==> config.mk <==
export PLATFORM = sky130hd
export DESIGN_NAME = display_scan_ctrl
export DESIGN_NICKNAME = d
export VERILOG_FILES = /design/src/rtl/display_scan_ctrl.sv
export SDC_FILE = /design/constraint.sdc
export NUM_CORES = 1
export LEC_CHECK = 0
export CAP_MARGIN = 20
export CORE_MARGIN = 5
export CORE_UTILIZATION = 50
export CTS_CLUSTER_SIZE = 25
export DETAILED_ROUTE_END_ITERATION = 10
export GPL_ROUTABILITY_DRIVEN = 0
export PLACE_DENSITY = 0.88
export SLEW_MARGIN = 10
export SYNTH_ARGS = -nofsm -noshare
export SYNTH_HDL_FRONTEND = slang
export SYNTH_SLANG_ARGS = --single-unit
==> constraint.sdc <==
create_clock -name clk -period 5.89 [get_ports clk]
set_input_delay 0.8835 -clock clk [delete_from_list [all_inputs] [get_ports clk]]
set_output_delay 0.8835 -clock clk [all_outputs]
set_load 0.05 [all_outputs]
==> src/rtl/display_scan_ctrl.sv <==
// Multiplexed 8-digit display scanner: prescaled digit rotation, frame-aligned
// value updates through a shadow register, and optional leading-zero blanking.
module display_scan_ctrl #(
  parameter int REFRESH_DIV = 100000
) (
  input  logic        clk,
  input  logic        rst_n,
  input  logic [31:0] value_in,
  input  logic        load,
  input  logic        blank_lz,
  output logic [31:0] number,
  output logic [2:0]  anodeCounter,
  output logic        digit_en,
  output logic        tick,
  output logic        frame_done,
  output logic        pending
);

  localparam int PW = $clog2(REFRESH_DIV);
  localparam logic [PW-1:0] PRESC_LAST = PW'(REFRESH_DIV - 1);

  logic [PW-1:0] presc_reg;
  logic [2:0]    anode_reg;
  logic [31:0]   number_reg;
  logic [31:0]   shadow_reg;
  logic          pending_reg;
  logic          tick_reg;
  logic          frame_done_reg;

  logic advance;
  logic wrap;

  assign advance = (presc_reg == PRESC_LAST);
  assign wrap    = advance && (anode_reg == 3'd7);

  // Free-running prescaler and digit counter; nothing ever stalls the scan.
  always_ff @(posedge clk or negedge rst_n) begin
    if (!rst_n) begin
      presc_reg      <= '0;
      anode_reg      <= 3'd0;
      tick_reg       <= 1'b0;
      frame_done_reg <= 1'b0;
    end else begin
      presc_reg      <= advance ? '0 : presc_reg + PW'(1);
      tick_reg       <= advance;
      frame_done_reg <= wrap;
      if (advance) begin
        anode_reg <= anode_reg + 3'd1;
      end
    end
  end

  // Loads land in the shadow register; number only changes on the wrap edge so
  // a frame never shows a mix of old and new digits. A load on the wrap edge
  // itself goes straight to number.
  always_ff @(posedge clk or negedge rst_n) begin
    if (!rst_n) begin
      number_reg  <= 32'd0;
      shadow_reg  <= 32'd0;
      pending_reg <= 1'b0;
    end else if (wrap) begin
      if (load) begin
        number_reg <= value_in;
        shadow_reg <= value_in;
      end else if (pending_reg) begin
        number_reg <= shadow_reg;
      end
      pending_reg <= 1'b0;
    end else if (load) begin
      shadow_reg  <= value_in;
      pending_reg <= 1'b1;
    end
  end

  // upper_zero[i] is set when nibbles i..7 of number are all zero.
  logic [7:0] nib_zero;
  logic [7:0] upper_zero;

  genvar gi;
  generate
    for (gi = 0; gi < 8; gi++) begin : g_nib
      assign nib_zero[gi] = (number_reg[4*gi +: 4] == 4'h0);
    end
    for (gi = 0; gi < 7; gi++) begin : g_upper
      assign upper_zero[gi] = nib_zero[gi] & upper_zero[gi+1];
    end
  endgenerate
  assign upper_zero[7] = nib_zero[7];

  // Digit 0 is never blanked so a zero value still shows a single "0".
  assign digit_en = !(blank_lz && (anode_reg != 3'd0) && upper_zero[anode_reg]);

  assign number       = number_reg;
  assign anodeCounter = anode_reg;
  assign tick         = tick_reg;
  assign frame_done   = frame_done_reg;
  assign pending      = pending_reg;

endmodule

# == Word-level counts from Yosys, hierarchy flattened ==
# Index checks and enable logic that the tools add are counted.
# word_totals
regBits,87
elab_cells,42
output_inout_bits,39
in_bits,36
# op_classes
n_reduce_logical,16
bitwise_logic,7
n_mux,7
add_sub_neg,2
magnitude_cmp,1
n_eq_ne,2
# op_table
cell,n
32-bit two-way mux,2
4-bit zero test,8
"17-bit by 1-bit adder with 17-bit output, second input constant",1
"17-bit equality test, second input constant",1
17-bit two-way mux,1
1-bit AND,7
"3-bit by 4-bit < comparator with 1-bit output, second input constant",1
2-bit nonzero test,2
"3-bit by 1-bit adder with 3-bit output, second input constant",1
1-bit binary-select mux with 3-bit select,1
"3-bit equality test, second input constant",1
1-bit logical AND,3
1-bit two-way mux,3
3-bit nonzero test,1
2-bit AND reduction,1
1-bit zero test,1

# == Depth between registers and ports, before layout ==
# logic_depth
depth_word,12
depth_mapped,6
ltp_nobuf,5

# == Worst setup path after synthesis ==
# Ideal clock, no wire load.
# synth_timing
kind,register to output
from,register anode_reg[0] (netlist: anodeCounter[0])
to,output port digit_en
t_required_ps,5007
setup_slack_ps,3196
stages_incl_launch_ff,6
arrival_time_ps,1811
cell_sequence,dfrtp_1 -> inv_1 -> ha_1 -> nor2b_1 -> nor4_1 -> o211ai_1
# synth_between
elab_chain_cells,4
word_cells_on_any_way,6
classes_between,mux: 2; reduce/logical: 4
# synth_lines
item,line,source
start: declaration,23,logic [2:0] anode_reg;
start signal: assignment,48,anode_reg <= anode_reg + 3'd1;
1-bit binary-select mux with 3-bit select / 3-bit nonzero test (equally long branches),91,assign digit_en = !(blank_lz && (anode_reg != 3'd0) && upper_zero[anode_reg]);
1-bit two-way mux (implied by the code) / 1-bit logical AND (equally long branches),91,
1-bit logical AND (*),91,
1-bit zero test (*),91,
end: declaration,13,"output logic digit_en,"
# Every way passes the cells marked *; elsewhere a longest branch is shown, timed or not. The select of a mux whose other input is x is not followed.

# == Worst setup path in the final report ==
# layout_timing
from,input port blank_lz
to,output port digit_en
# layout_between
elab_chain_cells,3
# layout_lines
item,line,source
start: declaration,10,"input logic blank_lz,"
1-bit logical AND (2 in series),91,
1-bit zero test,91,
# No other way between the ends.

==> reports/qor.yml <==
run_status:
  status: "finished, final reports clean"
layout:
  n_fill_cell: 500
  layout_common_cells: "dfrtp_1, clkdlybuf4s50_1, mux2_2"
  final_util: 0.676
  drive_gt1_frac: 0.257
  antenna_cells: 0
  area_growth_pct: 30.5
  final_area_um2: 4640
  final_common_cell: "dfrtp_1"
  fin_nets: 373
global_route:
  grtUsageTotal: 0.171
  grt_pass1_wl_um: 11800
  grt_remaining_overflow: 0
  grt_max_degree: 88
  grt_pass1_vias: 2336
  antenna_found_initial: 0
logic_synthesis:
  synth_cells: 253
  ys_ff_latch: 87
  yosysTopAreaCellShare: 0.612
  ys_types: 27
  syn-num-nets: 293
  synth_area_um2: 3560
  synth_area_leaders: "dfrtp_1, mux2_2, xnor2_1, nor4_1, ha_1"
  synth_top_area_cell: "dfrtp_1"
  synth_area_per_cell_um2: 14.1
  yosysWarnings: 0
  yosysSeqAreaShare: 0.612
floorplanning:
  die_h_um: 94.3
  start_util: 0.518
  core_area_um2: 6870
  io_pins: 75
  dieArea_um2: 8900
  core.rowCount: 30
  dieWidth_um: 94.3
timing:
  maxSlewHeadroom: 0.384
  period_needed_ns: 3.35
  finalClockSkew_ns: 0.00947
  max_freq_mhz: 298
  setup_tns_ns: 0
  setup_violations: 0
  rsz0062_at_grt: "no"
  holdWs_ns: 0.490
  hold_viol: 0
  period_share: 0.569
  worst_slew_pin_slew_ns: 0.921
  report.final.slew_viol_count: 0
routing:
  avgViaCountPerCell: 5.16
  ant_nets: 0
  wl_um: 6960
  routedWlPerCell_um: 16.0
  drc: 0
  dr_total_vias: 2239
  drt_iter0_markers: 46
  drt_first_pass_iters: 4
cts:
  cts_tree: "built"
  cts_resized: 0
  clk_latency_ns: 0.34
  cts_hold_buf: 0
  clock_path_buffers: 2
  cts-root-buf: "clkbuf_8"
  htree_levels: 3
  cts_buffers: 9
  path_clk_slew_ns: 0.08
  cts_setup_buffers: 0
  clkSinkCount: 87
critical_path:
  endpoint_kind: "output pin"
  path_class: "in -> out"
  arrival_ns: 2.47
  worstPathMaxFanout: 1
  worstPathRequired_ns: 5.01
  crit_path_start_kind: "input pin"
pwr:
  peakVddDrop_uv: 195
  power_density_nw_per_um2: 257
  power_mw: 1.19
  p_leak_nw: 2.03
worst_hold_path:
  hp-class: "reg -> reg"
job:
  maxCapViolations: 0
placed_design:
  portBuffers: 74
  place_hpwl_um: 4950
  placed_area_um2: 4380
per-stage QoR:
step | instances | setup WS, ns
2_1_floorplan | 253 | 3.20
3_3_place_gp | 417 | 2.26
3_5_place_dp | 417 | 2.20
4_1_cts | 433 | 2.52
5_1_grt | 434 | 2.41
6_report | 434 | 2.54
Yosys cell counts, drive strengths merged:
| cell | instances |
|---|---|
| buf | 4 |
| or4 | 2 |
| nor2b | 2 |
| inv | 3 |
| nand2 | 12 |
| a32oi | 1 |
| nand4 | 7 |
| mux2 | 66 |
| o21ai | 3 |
| a21oi | 2 |
| and3 | 2 |
| and4 | 1 |
| ha | 4 |
| xor2 | 3 |
| nor4 | 9 |
| dfrtp | 87 |
| o211ai | 2 |
| nor2 | 13 |
| nand3 | 6 |
| or3 | 1 |
| nor4b | 1 |
| xnor2 | 12 |
| and2 | 2 |
| clkbuf | 4 |
| nor3 | 4 |
final cells by class:
class                   count  area, µm²  area share
clock buffers              10        138      0.0297
clock inverters             6        108      0.0232
inverters                   3       11.3     0.00243
multi-input cells         155       1310       0.283
flip-flops and latches     87       2180       0.469
well taps                  96        120      0.0259
repair buffers             77        773       0.167
per-layer routing:
metal | GRT usage | wire length, µm
met4 | 0.0638 | 110
met3 | 0.0470 | 354
met1 | 0.226 | 3220
met2 | 0.271 | 3280
met5 | 0 | 0
final timing paths:
path | end | cells past startpoint | slack (ns) | startpoint
max | digit_en | 5 | 2.54 | blank_lz
min | presc_reg[0] | 1 | 0.49 | presc_reg[0]
max reg2reg | number[2] | 5 | 2.79 | presc_reg[5]
min reg2reg | presc_reg[0] | 1 | 0.49 | presc_reg[0]
max in group asynchronous | shadow_reg[13] | 2 | 4.72 | rst_n
min in group asynchronous | presc_reg[11] | 1 | 0.55 | rst_n
report_power, final:
part	leakage (nW)	internal [mW]	switching (mW)	total [mW]
sequential	1.12	0.618	0.00545	0.624
clock	0.122	0.292	0.208	0.500
combinational	0.782	0.0417	0.0290	0.0706
total	2.03	0.952	0.242	1.19
cell families after synthesis:
family,synth area share
xor+xnor,0.0369
mux,0.209
buf+inv,0.0183
simple gates,0.0957
flops,0.612
fa+ha+maj,0.0141
compound gates,0.0137
critical path, cell delays in order:
cell             delay, ns
clkdlybuf4s50_1       0.45
nand2_1               0.07
nor4_1                0.17
o211ai_1              0.16
clkdlybuf4s50_1       0.73
Note: power is estimated with default switching activity, not from simulation.
